File: config.mk
export PLATFORM = sky130hd
export DESIGN_NAME = ahbl_arbiter_rr
export DESIGN_NICKNAME = d
export VERILOG_FILES = /design/src/rtl/ahbl_arbiter_rr.sv
export SDC_FILE = /design/constraint.sdc
export NUM_CORES = 1
export LEC_CHECK = 0
export ABC_AREA = 1
export BUFFER_PORTS_ARGS = -buffer_cell sky130_fd_sc_hd__buf_2
export CAP_MARGIN = 20
export CORE_ASPECT_RATIO = 1.75
export CORE_MARGIN = 5
export CORE_UTILIZATION = 41
export CTS_BUF_LIST = sky130_fd_sc_hd__clkbuf_16
export DETAILED_ROUTE_END_ITERATION = 10
export PLACE_DENSITY = 0.78
export SLEW_MARGIN = 30
export SYNTH_ARGS = -nofsm -noshare
export SYNTH_HDL_FRONTEND = slang
export SYNTH_SLANG_ARGS = --single-unit
File: constraint.sdc
create_clock -name clk -period 1.6 [get_ports clk]
set_input_delay 0.32 -clock clk [delete_from_list [all_inputs] [get_ports clk]]
set_output_delay 0.32 -clock clk [all_outputs]
set_load 0.02 [all_outputs]
File: src/rtl/ahbl_arbiter_rr.sv
// Round-robin N:1 AHB-Lite arbiter with per-port address-phase buffers
// and HMASTLOCK ownership; the winner passes through with no added latency.
module ahbl_arbiter_rr #(
  parameter int N_PORTS = 2,
  parameter int W_ADDR  = 32,
  parameter int W_DATA  = 32
) (
  input  logic                      clk,
  input  logic                      rst_n,
  input  logic [N_PORTS-1:0]        src_hready,
  output logic [N_PORTS-1:0]        src_hready_resp,
  output logic [N_PORTS-1:0]        src_hresp,
  input  logic [N_PORTS*W_ADDR-1:0] src_haddr,
  input  logic [N_PORTS-1:0]        src_hwrite,
  input  logic [N_PORTS*2-1:0]      src_htrans,
  input  logic [N_PORTS*3-1:0]      src_hsize,
  input  logic [N_PORTS-1:0]        src_hmastlock,
  input  logic [N_PORTS*W_DATA-1:0] src_hwdata,
  output logic [N_PORTS*W_DATA-1:0] src_hrdata,
  output logic                      dst_hready,
  input  logic                      dst_hready_resp,
  input  logic                      dst_hresp,
  output logic [W_ADDR-1:0]         dst_haddr,
  output logic                      dst_hwrite,
  output logic [1:0]                dst_htrans,
  output logic [2:0]                dst_hsize,
  output logic                      dst_hmastlock,
  output logic [W_DATA-1:0]         dst_hwdata,
  input  logic [W_DATA-1:0]         dst_hrdata
);

  localparam int PW = (N_PORTS > 2) ? $clog2(N_PORTS) : 1;

  logic [W_ADDR-1:0]  live_addr [N_PORTS];
  logic [1:0]         live_trans [N_PORTS];
  logic [2:0]         live_size [N_PORTS];
  logic [N_PORTS-1:0] live_req;

  logic [W_ADDR-1:0]  eff_addr [N_PORTS];
  logic [1:0]         eff_trans [N_PORTS];
  logic [2:0]         eff_size [N_PORTS];
  logic [N_PORTS-1:0] eff_write;
  logic [N_PORTS-1:0] eff_lock;
  logic [N_PORTS-1:0] req;

  logic [N_PORTS-1:0] buf_vld_q, buf_vld_d;
  logic [W_ADDR-1:0]  buf_addr_q [N_PORTS];
  logic [W_ADDR-1:0]  buf_addr_d [N_PORTS];
  logic [1:0]         buf_trans_q [N_PORTS];
  logic [1:0]         buf_trans_d [N_PORTS];
  logic [2:0]         buf_size_q [N_PORTS];
  logic [2:0]         buf_size_d [N_PORTS];
  logic [N_PORTS-1:0] buf_write_q, buf_write_d;
  logic [N_PORTS-1:0] buf_lock_q, buf_lock_d;

  logic [PW-1:0]      ptr_q, ptr_d;
  logic [N_PORTS-1:0] dph_q, dph_d;
  logic               lock_vld_q, lock_vld_d;
  logic [PW-1:0]      lock_own_q, lock_own_d;

  logic [N_PORTS-1:0] gnt;
  logic [PW-1:0]      gidx;
  logic               gnt_vld;
  logic               accept;
  logic               own_smp;
  logic               own_lock;
  logic               found;
  int                 idx;

  // A pending buffer always overrides the live bus of that port
  always_comb begin
    for (int i = 0; i < N_PORTS; i++) begin
      live_addr[i]  = src_haddr[i*W_ADDR +: W_ADDR];
      live_trans[i] = src_htrans[i*2 +: 2];
      live_size[i]  = src_hsize[i*3 +: 3];
      live_req[i]   = src_htrans[i*2+1] & src_hready[i];
      eff_addr[i]   = buf_vld_q[i] ? buf_addr_q[i] : live_addr[i];
      eff_trans[i]  = buf_vld_q[i] ? buf_trans_q[i] : live_trans[i];
      eff_size[i]   = buf_vld_q[i] ? buf_size_q[i] : live_size[i];
      eff_write[i]  = buf_vld_q[i] ? buf_write_q[i] : src_hwrite[i];
      eff_lock[i]   = buf_vld_q[i] ? buf_lock_q[i] : src_hmastlock[i];
      req[i]        = buf_vld_q[i] | live_req[i];
    end
  end

  always_comb begin
    gnt   = '0;
    gidx  = '0;
    found = 1'b0;
    idx   = 0;
    if (lock_vld_q) begin
      if (req[lock_own_q]) begin
        gnt[lock_own_q] = 1'b1;
        gidx            = lock_own_q;
      end
    end else begin
      for (int k = 0; k < N_PORTS; k++) begin
        idx = int'(ptr_q) + k;
        if (idx >= N_PORTS) idx = idx - N_PORTS;
        if (!found && req[idx]) begin
          found    = 1'b1;
          gnt[idx] = 1'b1;
          gidx     = PW'(idx);
        end
      end
    end
  end

  assign gnt_vld  = |gnt;
  assign accept   = dst_hready_resp & gnt_vld;
  assign own_smp  = buf_vld_q[lock_own_q] | src_hready[lock_own_q];
  assign own_lock = eff_lock[lock_own_q];

  always_comb begin
    ptr_d = ptr_q;
    if (accept) begin
      ptr_d = (gidx == PW'(N_PORTS - 1)) ? '0 : gidx + PW'(1);
    end
    dph_d = dst_hready_resp ? gnt : dph_q;
  end

  // Owner keeps the bus until it completes an address phase without lock
  always_comb begin
    lock_vld_d = lock_vld_q;
    lock_own_d = lock_own_q;
    if (lock_vld_q && dst_hready_resp && own_smp && !own_lock) begin
      lock_vld_d = 1'b0;
    end
    if (accept && eff_lock[gidx]) begin
      lock_vld_d = 1'b1;
      lock_own_d = gidx;
    end
  end

  always_comb begin
    buf_vld_d   = buf_vld_q;
    buf_write_d = buf_write_q;
    buf_lock_d  = buf_lock_q;
    for (int i = 0; i < N_PORTS; i++) begin
      buf_addr_d[i]  = buf_addr_q[i];
      buf_trans_d[i] = buf_trans_q[i];
      buf_size_d[i]  = buf_size_q[i];
      if (buf_vld_q[i]) begin
        if (accept && gnt[i]) buf_vld_d[i] = 1'b0;
      end else if (live_req[i] && !(accept && gnt[i])) begin
        buf_vld_d[i]   = 1'b1;
        buf_addr_d[i]  = live_addr[i];
        buf_trans_d[i] = live_trans[i];
        buf_size_d[i]  = live_size[i];
        buf_write_d[i] = src_hwrite[i];
        buf_lock_d[i]  = src_hmastlock[i];
      end
    end
  end

  always_ff @(posedge clk or negedge rst_n) begin
    if (!rst_n) begin
      buf_vld_q   <= '0;
      buf_write_q <= '0;
      buf_lock_q  <= '0;
      for (int i = 0; i < N_PORTS; i++) begin
        buf_addr_q[i]  <= '0;
        buf_trans_q[i] <= '0;
        buf_size_q[i]  <= '0;
      end
      ptr_q      <= '0;
      dph_q      <= '0;
      lock_vld_q <= 1'b0;
      lock_own_q <= '0;
    end else begin
      buf_vld_q   <= buf_vld_d;
      buf_write_q <= buf_write_d;
      buf_lock_q  <= buf_lock_d;
      for (int i = 0; i < N_PORTS; i++) begin
        buf_addr_q[i]  <= buf_addr_d[i];
        buf_trans_q[i] <= buf_trans_d[i];
        buf_size_q[i]  <= buf_size_d[i];
      end
      ptr_q      <= ptr_d;
      dph_q      <= dph_d;
      lock_vld_q <= lock_vld_d;
      lock_own_q <= lock_own_d;
    end
  end

  // An idle lock owner still holds HMASTLOCK on the shared bus
  always_comb begin
    dst_haddr     = '0;
    dst_hwrite    = 1'b0;
    dst_htrans    = 2'b00;
    dst_hsize     = 3'b000;
    dst_hmastlock = 1'b0;
    if (gnt_vld) begin
      dst_haddr     = eff_addr[gidx];
      dst_hwrite    = eff_write[gidx];
      dst_htrans    = eff_trans[gidx];
      dst_hsize     = eff_size[gidx];
      dst_hmastlock = eff_lock[gidx];
    end else if (lock_vld_q) begin
      dst_hmastlock = own_lock;
    end
  end

  always_comb begin
    dst_hwdata = '0;
    for (int i = 0; i < N_PORTS; i++) begin
      if (dph_q[i]) dst_hwdata = src_hwdata[i*W_DATA +: W_DATA];
      src_hready_resp[i] = dph_q[i] ? dst_hready_resp : ~buf_vld_q[i];
      src_hresp[i]       = dph_q[i] & dst_hresp;
    end
  end

  assign dst_hready = dst_hready_resp;
  assign src_hrdata = {N_PORTS{dst_hrdata}};

endmodule

; ---- After elaboration in Yosys (flattened, before gate mapping)
; Index checks and enable logic that the tools add are counted.
[word_totals]
input_bits = 180
output_inout_bits = 140
elab_cells = 138
ff_bits = 85
[op_classes]
mux = 77
reduce_logical = 20
bitwise_logic = 12
addsub = 4
magnitude_cmp = 10
[op_table]
columns = cell, n
row1 = 2-to-1 mux 32 bit, 12
row2 = "greater-or-equal comparator 32 x 1 -> 1 bit, second input constant", 2
row3 = "less-than comparator 32 x 3 -> 1 bit, second input constant", 2
row4 = 2-to-1 mux 1 bit, 45
row5 = 2-to-1 mux 2 bit, 11
row6 = 2-to-1 mux 3 bit, 6
row7 = logical AND 1 bit, 12
row8 = AND 1 bit, 5
row9 = "greater-or-equal comparator 2 bit, second input constant", 2
row10 = zero test 1 bit, 4
row11 = "less-than comparator 1 x 2 -> 1 bit, second input constant", 2
row12 = AND reduction 2 bit, 2
row13 = demux 1 bit (select 1 bit), 3
row14 = bitwise OR 1 bit, 3
row15 = "subtractor 1 x 2 -> 3 bit, second input constant", 1
row16 = "subtractor 2 x 2 -> 3 bit, second input constant", 1
row17 = "adder 1 x 1 -> 2 bit, second input constant", 1
row18 = "greater-or-equal comparator 1 x 2 -> 1 bit, second input constant", 1
row19 = inverter 1 bit, 2
row20 = inverter 1 -> 2 bit, 1
row21 = bitwise OR 2 bit, 1
row22 = nonzero test 2 bit, 1
row23 = OR reduction 2 bit, 1
row24 = "adder 1 bit, second input constant", 1
row25 = "greater-or-equal comparator 1 bit, second input constant", 1

; ---- Longest topological paths before layout
[depth]
word_depth = 19
depth_mapped = 13
depth_no_buf = 10

; ---- Worst setup path before layout
; No wires, ideal clock.
[synth_path]
kind = reg-to-output
start = register buf_vld_q[1]
end = output dst_hmastlock
slack_ps = -93
arrival_ps = 1373
stages_incl_launch_ff = 10
required_ps = 1280
path_buffers = 2
cell_sequence = dfrtp_1 buf_4 inv_2 nand2_1 nand2_1 inv_2 nand2_2 buf_2 nand2_1 o21bai_1
[synth_via]
elab_chain_len = 13
elab_cells_between_ends = 31
cone_classes = 26 x mux / 2 x bitwise / 3 x reduce/logical
[synth_rtl]
columns = item, line
row1 = "start, declared", 46  ; logic [N_PORTS-1:0] buf_vld_q, buf_vld_d;
row2 = "start signal, assigned", 171  ; buf_vld_q <= buf_vld_d;
row3 = bitwise OR 1 bit, 82  ; req[i] = buf_vld_q[i] | live_req[i];
row4 = 2-to-1 mux 1 bit (implied by the code) (3 in a row), 100  ; if (!found && req[idx]) begin
row5 = 2-to-1 mux 1 bit, 100
row6 = 2-to-1 mux 1 bit, 91  ; if (lock_vld_q) begin
row7 = zero test 1 bit, 100
row8 = logical AND 1 bit, 100
row9 = 2-to-1 mux 1 bit, 100
row10 = 2-to-1 mux 1 bit, 91
row11 = 2-to-1 mux 1 bit (implied by the code) (2 in a row), 198  ; dst_hmastlock = eff_lock[gidx];
row12 = 2-to-1 mux 1 bit (*), 193  ; if (gnt_vld) begin
row13 = "end, declared", 27  ; output logic dst_hmastlock,
; Mark *: on every way between the ends. The rest lies on a longest branch, timed or not. The select of a mux whose other input is x is not followed.

; ---- Worst setup path after layout
[layout_path]
start = register buf_vld_q[0]
end = output dst_haddr[25]
[layout_via]
elab_chain_len = 15
elab_cells_between_ends = 30
cone_classes = 24 x mux / 3 x bitwise / 3 x reduce/logical
[layout_rtl]
columns = item, line
row1 = bitwise OR 1 bit, 82
row2 = 2-to-1 mux 1 bit (implied by the code) (3 in a row), 100
row3 = 2-to-1 mux 1 bit, 100
row4 = 2-to-1 mux 1 bit, 91
row5 = zero test 1 bit, 100
row6 = logical AND 1 bit, 100
row7 = 2-to-1 mux 1 bit, 100
row8 = 2-to-1 mux 1 bit, 91
row9 = inverter 1 -> 2 bit (implied by the code), 194  ; dst_haddr = eff_addr[gidx];
row10 = 2-to-1 mux 32 bit (implied by the code) (3 in a row), 194
row11 = 2-to-1 mux 32 bit (*), 193
row12 = "end, declared", 23  ; output logic [W_ADDR-1:0] dst_haddr,
; Marked as above.

==> results.json <==
{
  "htreeDepth": 3,
  "worstPathRequired_ns": 1.28,
  "crit_family": "flip-flops",
  "setup-violations-final": 115,
  "finClkSkew_ns": 0.007401,
  "finalInstanceArea_um2": 8960,
  "die_h_um": 165.4,
  "ios": 320,
  "critPathMaxFanout": 7,
  "clock-sinks": 85,
  "cap_violations": 0,
  "synth_area_per_cell_um2": 6.842,
  "swShare": 0.4626,
  "overflow": 0,
  "grt_usage": 0.2709,
  "seq_power_share": 0.181,
  "nNetsFinal": 1195,
  "slowest_delay_ns": 0.44,
  "rows": 56,
  "drive_above_1_share": 0.4716,
  "vdd_drop_max_v": 0.001608,
  "p_leak_nw": 4.841,
  "synth_cell_type_count": 25,
  "core_um2": 13450,
  "instances_no_fill": 1196,
  "worstSetupPathType": "reg -> out",
  "worstPathCellList": "inv_2 > nand2_2 > nand2_4 > nand2_8 > buf_12 > a21oi_2 > a21o_1 > buf_6",
  "numCtsBuffers": 9,
  "antenna_found_initial": 4,
  "synthCells": 827,
  "final_core_util": 0.6660,
  "grt_pass1_vias": 6337,
  "startpoint_type": "flip-flop",
  "rsz0062_at_grt": "true",
  "clkTransAtPathRegs_ns": 0.07,
  "period_share": 1.289,
  "p_sw_mw": 9.595,
  "multi_input_area_um2": 3383,
  "finalWirelength_um": 26260,
  "cts_root_buf": "clkbuf_16",
  "avgRoutedWirePerCell_um": 21.96,
  "dr.pass1.iters": 5,
  "die-area_um2": 16340,
  "ys_warn_count": 0,
  "drc_errors": 0,
  "area_growth_pct": 58.36,
  "failed_checks": "hold timing, setup timing",
  "layout_commonest_cell": "nand2_1",
  "clock_latency_ns": 0.34,
  "place_area_um2": 6765,
  "status": "finished with violations",
  "internal-power_mw": 11.15,
  "hold_viol_final": 3,
  "whs_ns": -0.008744,
  "fillers": 1073,
  "max-slew-margin-rel": 0.6671,
  "pwr-share-clk": 0.100,
  "finalCriticalPeriod_ns": 2.062,
  "seq_area_frac_synth": 0.3759,
  "dp.cells": 1146,
  "crit_arrival_ns": 1.74,
  "detail-route-antenna-nets": 0,
  "die_w_um": 98.80,
  "tightest_slew_ns": 0.4993,
  "gp_congestion": 0.8459,
  "holdCritPathClass": "in -> async",
  "viasPerCell": 5.528,
  "cp.buffers_inverters": 3,
  "cp-end-kind": "output port",
  "grt_pass1_wl_um": 33620,
  "slowest_stage": "dfrtp_2",
  "grt_max_degree": 86,
  "power.density_nw_per_um2": 2315,
  "combinationalPowerShare": 0.719,
  "start_util": 0.4206,
  "holdBufCountCts": 0,
  "hpwlAfterDp_um": 15990,
  "clock_path_buffers": 2,
  "syn_area_um2": 5658,
  "regArea_um2": 2132,
  "drtIter0Drc": 376,
  "port_buffers": 223,
  "vias": 6612,
  "synth-seq-cells": 85,
  "cts_tree": "built",
  "slew_viol_final": 0,
  "clock.fmax_mhz": 484.8,
  "syn-num-nets": 1007,
  "final_cell_mix": "nand2_1, buf_2, dfrtp_1, buf_6, o21ai_0",
  "worst_slack_ns": -0.4625
}
## worst register-to-register path, delay by kind of cell, from the launching register on
kind | cells | cell delay, ns
buffers and inverters | 6 | 0.77
and+or+nand+nor | 6 | 0.50
DFF | 1 | 0.44
## layer usage
metal | vias up | wire length, um | GRT usage
met5 | - | 31 | 0
met4 | 6 | 2179 | 0.1927
met3 | 166 | 2195 | 0.07524
met2 | 343 | 13510 | 0.4728
met1 | 3148 | 8343 | 0.2751
li1 | 2949 | - | -
## metrics by stage
| stage | setup slack (ns) | setup TNS, ns | power [mW] | hold WS (ns) |
|---|---|---|---|---|
| 2_1_floorplan | -0.05943 | -1.434 | 10.01 | 0.02441 |
| 3_3_place_gp | -0.1375 | -4.758 | 13.28 | 0.3900 |
| 3_5_place_dp | -0.1613 | -5.406 | 13.44 | 0.3931 |
| 4_1_cts | -0.4041 | -18.15 | 18.03 | 0.02929 |
| 5_1_grt | -0.5045 | -32.84 | 21.75 | 0.05310 |
| 6_report | -0.4625 | -26.29 | 20.74 | -0.008744 |
## path summary, 6_finish.rpt
path                                      from              to  slack [ns]  cells past startpoint
worst max register to register    buf_vld_q[0]  buf_addr_q[26]       -0.22                     12
worst min register to register  buf_trans_q[3]  buf_trans_q[3]        0.46                      2
worst max-delay path              buf_vld_q[0]   dst_haddr[25]       -0.46                      8
min in group clk                 src_haddr[62]  buf_addr_q[30]        0.22                      3
worst min-delay path                     rst_n  buf_trans_q[3]      -0.009                      2
max in group asynchronous                rst_n  buf_addr_q[50]        1.19                      2
## power by group through the flow
stage / clock, mW / combinational (mW) / sequential (mW)
CTS: 2.09 / 12.2 / 3.70
detailed placement: 0 / 9.74 / 3.71
global route: 2.17 / 15.7 / 3.87
floorplan: 0 / 6.46 / 3.56
global placement: 0 / 9.61 / 3.67
finish: 2.07 / 14.9 / 3.76
## synthesized netlist by cell type
cell type,instances,area share
nand2_1,316,0.21
inv_1,50,0.033
nand2_2,3,0.0033
nand2_4,1,0.0020
a21oi_1,36,0.032
o21bai_1,1,0.0013
a21o_1,34,0.045
buf_4,68,0.090
o21a_1,1,0.0013
dfrtp_1,85,0.38
nor2_1,5,0.0033
buf_1,3,0.0020
o211ai_1,1,0.0013
nand3_1,73,0.065
or2_2,3,0.0033
o21ai_0,70,0.062
clkbuf_1,25,0.017
inv_2,6,0.0040
o21ai_1,15,0.013
o22ai_1,4,0.0044
nand3_2,1,0.0018
nor3_1,1,0.00088
clkbuf_2,2,0.0018
buf_2,17,0.015
buf_6,6,0.012
## area by class of cell
type | instances | area share
inverter | 56 | 0.02514
clock buffer | 9 | 0.02514
multi-input combinational | 565 | 0.3776
tap | 174 | 0.02430
antenna | 2 | 0.0005586
sequential | 85 | 0.2380
timing repair buffer | 298 | 0.3026
clock inverter | 7 | 0.006703
## flip-flops by register name, indices dropped and copies added, names as in the netlist
name	cells
lock_own_q	1
buf_trans_q	4
dph_q	2
buf_lock_q	2
ptr_q	1
buf_size_q	6
lock_vld_q	1
buf_write_q	2
buf_addr_q	64
buf_vld_q	2
## repair_timing
item                                    4_1_cts  5_1_grt
endpoints found under the setup margin       92      132
cloned                                        7       13
pin swaps                                    21       31
buffers inserted                             10       14
resized for setup                           216      197
## kinds of logic (layout without fill, tap and decap cells)
group / count (synthesis) / after routing / synth area share
AOI/OAI and AO/OA: 162 / 162 / 0.1605
DFF: 85 / 85 / 0.3759
and+or+nand+nor: 403 / 403 / 0.2888
other: 0 / 2 / 0
buffers and inverters: 177 / 370 / 0.1747
Note: power is estimated with default switching activity, not from simulation.
